==> src/rtl/mem_stage_pkg.sv <==
// mem_stage_pkg
// Shared definitions for the memory-access stage: access-size encodings,
// the stage FSM state type and the byte-enable patterns used for stores.
// No ports.
package mem_stage_pkg;

    localparam logic [1:0] SZ_BYTE = 2'b00;
    localparam logic [1:0] SZ_HALF = 2'b01;
    localparam logic [1:0] SZ_WORD = 2'b10;

    localparam logic [3:0] BE_BYTE0   = 4'b0001;
    localparam logic [3:0] BE_LO_HALF = 4'b0011;
    localparam logic [3:0] BE_HI_HALF = 4'b1100;
    localparam logic [3:0] BE_WORD    = 4'b1111;

    typedef enum logic [1:0] {
        IDLE = 2'b00,
        BUSY = 2'b01,
        DONE = 2'b10
    } state_t;

    // The reserved size code 2'b11 behaves exactly like a word access.
    function automatic logic [1:0] effective_size(input logic [1:0] size);
        return (size == 2'b11) ? SZ_WORD : size;
    endfunction

endpackage

==> src/rtl/mem_access_stage_if.sv <==
// mem_access_stage_if
// Data-memory request/acknowledge bus between the memory-access stage and
// the data memory.
//   master (stage) : drives dmem_req, dmem_we, dmem_addr, dmem_wdata, dmem_be;
//                    receives dmem_ack, dmem_rdata.
//   slave (memory) : the mirror image.
interface mem_access_stage_if;

    logic        dmem_req;
    logic        dmem_we;
    logic [31:0] dmem_addr;
    logic [31:0] dmem_wdata;
    logic [3:0]  dmem_be;
    logic        dmem_ack;
    logic [31:0] dmem_rdata;

    modport master (
        output dmem_req, dmem_we, dmem_addr, dmem_wdata, dmem_be,
        input  dmem_ack, dmem_rdata
    );

    modport slave (
        input  dmem_req, dmem_we, dmem_addr, dmem_wdata, dmem_be,
        output dmem_ack, dmem_rdata
    );

endinterface

==> src/rtl/mem_access_stage_load_align.sv <==
// mem_load_align
// Combinational load-data aligner: picks the addressed byte/half out of the
// 32-bit read word and sign- or zero-extends it; words pass unchanged.
//   rdata       in  32  read word from data memory
//   size        in  2   effective access size (byte/half/word)
//   offset      in  2   alu_result[1:0]
//   is_unsigned in  1   zero-extend instead of sign-extend
//   load_val    out 32  aligned, extended load value
module mem_load_align
    import mem_stage_pkg::*;
(
    input  logic [31:0] rdata,
    input  logic [1:0]  size,
    input  logic [1:0]  offset,
    input  logic        is_unsigned,
    output logic [31:0] load_val
);

    logic [7:0]  byte_sel;
    logic [15:0] half_sel;

    always_comb begin
        case (offset)
            2'd0:    byte_sel = rdata[7:0];
            2'd1:    byte_sel = rdata[15:8];
            2'd2:    byte_sel = rdata[23:16];
            default: byte_sel = rdata[31:24];
        endcase

        // Halfword lane is chosen by offset[1] only; offset[0] is ignored.
        half_sel = offset[1] ? rdata[31:16] : rdata[15:0];

        case (size)
            SZ_BYTE: load_val = {{24{byte_sel[7] & ~is_unsigned}}, byte_sel};
            SZ_HALF: load_val = {{16{half_sel[15] & ~is_unsigned}}, half_sel};
            default: load_val = rdata;
        endcase
    end

endmodule

==> src/rtl/mem_access_stage.sv <==
// mem_access_stage
// Memory-access stage of the 5-stage pipeline (EX/MEM -> MEM/WB). Issues
// data-memory requests, builds store byte enables and lane-replicated store
// data, aligns/extends load data, and stalls upstream while an access is in
// flight. A BUSY access with no dmem_ack for TIMEOUT_CYC cycles is aborted.
//   clk, rst            clock; asynchronous active-high reset
//   valid .. dst        EX/MEM latch contents (held stable while stall=1)
//   dmem                data-memory bus (mem_access_stage_if.master)
//   stall               hold EX/MEM and earlier stages
//   *_out               values presented to the MEM/WB latch
//   bus_err             one-cycle pulse on an aborted access
// Build option: define MEM_MISALIGN_TRAP_EN to abort misaligned half/word
// accesses without touching memory.
module mem_access_stage
    import mem_stage_pkg::*;
#(
    parameter int TIMEOUT_CYC = 64,
    parameter int DATA_W      = 32
)
(
    input  logic              clk,
    input  logic              rst,
    input  logic              valid,
    input  logic              mem_read,
    input  logic              mem_write,
    input  logic [1:0]        mem_size,
    input  logic              mem_unsigned,
    input  logic              reg_write,
    input  logic              mem_to_reg,
    input  logic [DATA_W-1:0] alu_result,
    input  logic [DATA_W-1:0] store_data,
    input  logic [4:0]        dst,
    mem_access_stage_if.master dmem,
    output logic              stall,
    output logic              reg_write_out,
    output logic              mem_to_reg_out,
    output logic [DATA_W-1:0] alu_result_out,
    output logic [DATA_W-1:0] data_load_out,
    output logic [4:0]        dst_out,
    output logic              bus_err
);

    state_t      state, state_nx;
    logic [7:0]  cnt;
    logic [31:0] load_q;
    logic [31:0] load_val;
    logic        abort_q, abort_nx;
    logic        bus_err_nx;
    logic        mem_op;
    logic        misalign;
    logic        timeout_hit;
    logic [1:0]  offset;
    logic [1:0]  eff_size;

    assign offset      = alu_result[1:0];
    assign eff_size    = effective_size(mem_size);
    assign mem_op      = valid & (mem_read | mem_write);
    assign timeout_hit = (cnt == 8'(TIMEOUT_CYC - 1));

`ifdef MEM_MISALIGN_TRAP_EN
    assign misalign = ((eff_size == SZ_HALF) && offset[0]) ||
                      ((eff_size == SZ_WORD) && (offset != 2'b00));
`else
    assign misalign = 1'b0;
`endif

    mem_load_align u_load_align (
        .rdata       (dmem.dmem_rdata),
        .size        (eff_size),
        .offset      (offset),
        .is_unsigned (mem_unsigned),
        .load_val    (load_val)
    );

    // Fields that are not gated by the FSM pass straight through.
    assign mem_to_reg_out = mem_to_reg;
    assign alu_result_out = alu_result;
    assign dst_out        = dst;
    assign dmem.dmem_addr = {alu_result[31:2], 2'b00};

    // Store lanes; loads always enable the whole word. A combined
    // read+write is a store, so mem_write alone selects the lane pattern.
    always_comb begin
        dmem.dmem_be    = BE_WORD;
        dmem.dmem_wdata = store_data;
        if (mem_write) begin
            case (eff_size)
                SZ_BYTE: begin
                    dmem.dmem_be    = BE_BYTE0 << offset;
                    dmem.dmem_wdata = {4{store_data[7:0]}};
                end
                SZ_HALF: begin
                    dmem.dmem_be    = offset[1] ? BE_HI_HALF : BE_LO_HALF;
                    dmem.dmem_wdata = {2{store_data[15:0]}};
                end
                default: ;
            endcase
        end
    end

    always_ff @(posedge clk or posedge rst) begin
        if (rst) begin
            state   <= IDLE;
            cnt     <= 8'd0;
            load_q  <= 32'd0;
            abort_q <= 1'b0;
            bus_err <= 1'b0;
        end else begin
            state   <= state_nx;
            abort_q <= abort_nx;
            bus_err <= bus_err_nx;
            if (state == BUSY) begin
                cnt <= cnt + 8'd1;
            end else if (state == DONE) begin
                cnt <= 8'd0;
            end
            if ((state == BUSY) && dmem.dmem_ack) begin
                load_q <= load_val;
            end
        end
    end

    // dmem_req comes straight from the state register, so it is glitch-free
    // and drops the instant rst is asserted.
    always_comb begin
        state_nx       = state;
        abort_nx       = abort_q;
        bus_err_nx     = 1'b0;
        stall          = 1'b0;
        reg_write_out  = 1'b0;
        data_load_out  = 32'd0;
        dmem.dmem_req  = 1'b0;
        dmem.dmem_we   = 1'b0;
        case (state)
            IDLE: begin
                reg_write_out = valid & reg_write;
                if (mem_op) begin
                    stall         = 1'b1;
                    reg_write_out = 1'b0;
                    if (misalign) begin
                        state_nx   = DONE;
                        abort_nx   = 1'b1;
                        bus_err_nx = 1'b1;
                    end else begin
                        state_nx = BUSY;
                        abort_nx = 1'b0;
                    end
                end
            end
            BUSY: begin
                stall         = 1'b1;
                dmem.dmem_req = 1'b1;
                dmem.dmem_we  = mem_write;
                // Ack wins over a coincident timeout.
                if (dmem.dmem_ack) begin
                    state_nx = DONE;
                    abort_nx = 1'b0;
                end else if (timeout_hit) begin
                    state_nx   = DONE;
                    abort_nx   = 1'b1;
                    bus_err_nx = 1'b1;
                end
            end
            DONE: begin
                reg_write_out = valid & reg_write & ~abort_q;
                data_load_out = load_q;
                state_nx      = IDLE;
                abort_nx      = 1'b0;
            end
            default: state_nx = IDLE;
        endcase
    end

endmodule

==> src/flat_wrapper.sv <==
// flat-port wrapper written by rule: the top's interface ports become plain ports
module mem_access_stage_flat import mem_stage_pkg::*;
#(
    parameter int TIMEOUT_CYC = 64,
    parameter int DATA_W      = 32
)
  (clk, rst, valid, mem_read, mem_write, mem_size, mem_unsigned, reg_write, mem_to_reg, alu_result, store_data, dst, stall, reg_write_out, mem_to_reg_out, alu_result_out, data_load_out, dst_out, bus_err, dmem_dmem_req, dmem_dmem_we, dmem_dmem_addr, dmem_dmem_wdata, dmem_dmem_be, dmem_dmem_ack, dmem_dmem_rdata);
  mem_access_stage_if dmem_i ();
  input  logic clk;
  input  logic rst;
  input  logic valid;
  input  logic mem_read;
  input  logic mem_write;
  input  logic [1:0] mem_size;
  input  logic mem_unsigned;
  input  logic reg_write;
  input  logic mem_to_reg;
  input  logic [DATA_W-1:0] alu_result;
  input  logic [DATA_W-1:0] store_data;
  input  logic [4:0] dst;
  output logic stall;
  output logic reg_write_out;
  output logic mem_to_reg_out;
  output logic [DATA_W-1:0] alu_result_out;
  output logic [DATA_W-1:0] data_load_out;
  output logic [4:0] dst_out;
  output logic bus_err;
  output wire logic [$bits(dmem_i.dmem_req)-1:0] dmem_dmem_req;
  output wire logic [$bits(dmem_i.dmem_we)-1:0] dmem_dmem_we;
  output wire logic [$bits(dmem_i.dmem_addr)-1:0] dmem_dmem_addr;
  output wire logic [$bits(dmem_i.dmem_wdata)-1:0] dmem_dmem_wdata;
  output wire logic [$bits(dmem_i.dmem_be)-1:0] dmem_dmem_be;
  input wire logic [$bits(dmem_i.dmem_ack)-1:0] dmem_dmem_ack;
  input wire logic [$bits(dmem_i.dmem_rdata)-1:0] dmem_dmem_rdata;
  assign dmem_dmem_req = dmem_i.dmem_req;
  assign dmem_dmem_we = dmem_i.dmem_we;
  assign dmem_dmem_addr = dmem_i.dmem_addr;
  assign dmem_dmem_wdata = dmem_i.dmem_wdata;
  assign dmem_dmem_be = dmem_i.dmem_be;
  assign dmem_i.dmem_ack = dmem_dmem_ack;
  assign dmem_i.dmem_rdata = dmem_dmem_rdata;
  mem_access_stage #(.TIMEOUT_CYC(TIMEOUT_CYC), .DATA_W(DATA_W)) u_core (.clk(clk), .rst(rst), .valid(valid), .mem_read(mem_read), .mem_write(mem_write), .mem_size(mem_size), .mem_unsigned(mem_unsigned), .reg_write(reg_write), .mem_to_reg(mem_to_reg), .alu_result(alu_result), .store_data(store_data), .dst(dst), .dmem(dmem_i), .stall(stall), .reg_write_out(reg_write_out), .mem_to_reg_out(mem_to_reg_out), .alu_result_out(alu_result_out), .data_load_out(data_load_out), .dst_out(dst_out), .bus_err(bus_err));
endmodule
==> config.mk <==
export PLATFORM = sky130hd
export DESIGN_NAME = mem_access_stage_flat
export DESIGN_NICKNAME = d
export VERILOG_FILES = /design/src/rtl/mem_stage_pkg.sv /design/src/rtl/mem_access_stage_if.sv /design/src/rtl/mem_access_stage_load_align.sv /design/src/rtl/mem_access_stage.sv /design/src/flat_wrapper.sv
export SDC_FILE = /design/constraint.sdc
export NUM_CORES = 1
export LEC_CHECK = 0
export CORE_MARGIN = 2
export CORE_UTILIZATION = 39
export CTS_CLUSTER_SIZE = 10
export DETAILED_ROUTE_END_ITERATION = 10
export PLACE_DENSITY = 0.87
export REMOVE_ABC_BUFFERS = 1
export SYNTH_ARGS = -nofsm -noshare
export SYNTH_HDL_FRONTEND = slang
export SYNTH_SLANG_ARGS = --single-unit
==> constraint.sdc <==
create_clock -name clk -period 3.8 [get_ports clk]
set_clock_uncertainty 0.05 [all_clocks]
set_input_delay 0.76 -clock clk [delete_from_list [all_inputs] [get_ports clk]]
set_output_delay 0.76 -clock clk [all_outputs]
set_load 0.05 [all_outputs]
==> flow_metrics.tcl <==
set metrics [dict create \
    slowest_delay_ps 850 \
    tritoncts "yes" \
    fill_cells 860 \
    synth_cell_types 47 \
    p_int_mw 1.39 \
    crit_family "buffers and inverters" \
    clock-sinks 44 \
    outcome "complete, no violations" \
    ant_nets 0 \
    layout_commonest_cell "clkdlybuf4s50_1" \
    synth_mux_area_share_pct 8.56 \
    pre_cts_slack_ps 420 \
    clkPwrFrac_pct 10.8 \
    nets 639 \
    io_buffer_count 150 \
    grt_max_degree 41 \
    hold_slack_ps 434 \
    cellLeakagePower_nw 2.12 \
    fin_setup_tns_ps 0 \
    synthesis.area_sq_mm 0.00375 \
    drt_pass1_iterations 5 \
    routabilityCongestion 0.839 \
    drive_gt1_share_pct 15.3 \
    hold_buffers 0 \
    synth_top_family_by_area "simple AND/OR/NAND/NOR gates" \
    clk_pin_slew_ps 90 \
    ir_worst_vdd_uv 436 \
    met2_length_mm 6.01 \
    synth_compound_area_share_pct 17.0 \
    cts_resized 0 \
    first_iter_violations 255 \
    dp.final_hpwl_mm 10.4 \
    setup_viol 0 \
    min_period_ps 3400 \
    syn_area_per_cell_sq_um 8.16 \
    cp_max_fo 4 \
    cp.required_ps 2990 \
    antenna_found_initial 0 \
    synth-edff-count 0 \
    synth_flop_cell "dfrtp_1" \
    synthXorXnorAreaFrac_pct 0.467 \
    slew_headroom_pct 46.1 \
    worstSkewPairLatency_ps 290 \
    yosysSeqAreaShare_pct 29.3 \
    crit_chain "clkdlybuf4s50_1, o21ai_0, o21ai_0, clkdlybuf4s50_1" \
    die_w_microns 102 \
    synth.yosys.warnings 0 \
    wirelength_mm 13.5 \
    area.growth.synth_to_final_pct 32.3 \
    grt.total_usage_pct 25.6 \
    drv_slew 0 \
    die-height_microns 102 \
    ctsLongestPathBuffers 2 \
    dr_wl_met3_mm 1.97 \
    cts_buffers 5 \
    p_sw_mw 1.32 \
    p_per_area_mw_per_mm2 545 \
    routed_via_density 5.59 \
    p_comb_share_pct 61.0 \
    n_antenna_cell 0 \
    synth-adder-area-share_pct 1.67 \
    via_count 3636 \
    rsz0062_at_grt "no" \
    initial_core_util_pct 40.4 \
    tightest_slew_ps 804 \
    fin_ws_ps 399 \
    grt_pass1_wl_mm 20.4 \
    grt_remaining_overflow 0 \
    endpoint_kind "output port" \
    cp.arrival_ps 2590 \
    core_sq_mm 0.00928 \
    switching_share_pct 48.7 \
    start_kind "input port" \
    die_area_sq_mm 0.0104 \
    post_cts.repair.setup_buffers 0 \
    io_pins 255 \
    synth_seq_cells 44 \
    routed.top_layer "met5" \
    pwr-share-seq_pct 28.2 \
    synth-simple-area-share_pct 22.3 \
    fin_crit_sh_pct 89.5 \
    drv_cap 0 \
    wire_per_inst_microns 20.7 \
    layout_common_cells "clkdlybuf4s50_1 (120), nand2_1 (57), dfrtp_1 (44), and2_1 (34), o21ai_0 (32)" \
    root_buffer "clkbuf_8" \
    drt-met1-wl_mm 5.28 \
    htree_levels 2 \
    crit_buf_inv 2 \
    row_count 35 \
    drc 0 \
    syn_inst 460 \
    synthArstFlopShare_pct 100 \
    grt_pass1_vias 3697 \
    max_freq_ghz 0.294 \
    path_class "input port to output port" \
    hold_viol_final 0 \
    slowest_stage "clkdlybuf4s50_1" \
    min_path_type "flip-flop to flip-flop" \
]
-- kinds of logic after synthesis --
family	after synthesis
xor gates and xnor gates	2
and+or+nand+nor	164
muxes	30
DFF	44
AOI/OAI and AO/OA	98
adders and majority gates	5
other	1
buffers and inverters	116
-- worst reg2reg max path, stage by stage (launching register included) --
cell and delay (ps):
dfrtp_1 410, inv_1 110, ha_1 420, and2_1 560, buf_4 330, o21ai_0 140
a22oi_1 200
-- flip-flops by register name, summed over array words and instances (netlist names) --
signal          count
u_core.abort_q      1
u_core.bus_err      1
u_core.cnt          8
u_core.load_q      32
u_core.state        2
-- power by group through the flow --
stage | Combinational, mW | Sequential (mW) | Clock (mW)
after CTS | 1.65 | 0.759 | 0.296
after floorplan | 1.05 | 0.729 | 0
final | 1.65 | 0.762 | 0.293
after global placement | 1.60 | 0.753 | 0
after detailed placement | 1.65 | 0.767 | 0
after global routing | 1.76 | 0.784 | 0.317
-- final timing paths --
path / to / slack (ps) / cells past startpoint / from
worst min register to register: u_core.load_q[5] / 430 / 2 / u_core.load_q[5]
worst max-delay path: stall / 400 / 4 / mem_write
max in group asynchronous: u_core.load_q[0] / 2150 / 3 / rst
min in group asynchronous: u_core.load_q[22] / 790 / 2 / rst
worst min-delay path: u_core.load_q[5] / 430 / 2 / u_core.load_q[5]
worst max register to register: u_core.load_q[11] / 1490 / 6 / u_core.state[1]
-- layer usage --
metal,vias to the layer above,GRT usage (%)
met5,-,7.69
met4,2,5.13
met3,18,13.7
met2,292,39.6
met1,1718,31.3
li1,1606,-
-- cell usage after synthesis, drive strengths merged, types with 2 or more instances --
cell     instances  share of area (%)
buf             94                 18
nand2           58                5.9
dfrtp           44                 29
o21ai           36                5.2
and2            34                5.7
nor2            29                3.0
a21oi           27                3.9
mux2i           19                5.3
nand3           16                2.9
a22oi           13                2.6
clkbuf          12                1.2
mux2            11                3.3
inv             10                1.0
nor3             9                1.2
ha               5                1.7
o22ai            5                1.0
or3              5               0.97
nor2b            4               0.67
nand2b           3               0.50
o21a             3               0.60
o221ai           3               0.70
o31ai            3               0.60
a2111oi          2               0.47
a21o             2               0.40
nor4             2               0.33
xnor2            2               0.47
-- through the flow --
| step | instances | util (%) | power (mW) | cell area, sq um |
|---|---|---|---|---|
| after global routing | 651 | 53.5 | 2.86 | 4970 |
| final | 651 | 53.5 | 2.71 | 4970 |
| after floorplan | 355 | - | 1.78 | 3020 |
| after CTS | 651 | 53.5 | 2.71 | 4970 |
| after global placement | 644 | 52.6 | 2.36 | 4890 |
| after detailed placement | 644 | 52.6 | 2.41 | 4890 |
-- area by class of cell --
class | count | area (sq um) | share of cell area (%)
Inverter | 10 | 37.5 | 0.756
Multi-Input combinational cell | 301 | 1880 | 37.9
Timing Repair Buffer | 160 | 1700 | 34.3
Clock inverter | 2 | 12.5 | 0.252
Clock buffer | 5 | 68.8 | 1.39
Tap cell | 129 | 161 | 3.25
Sequential cell | 44 | 1100 | 22.2
(Power assumes the default switching activity.)
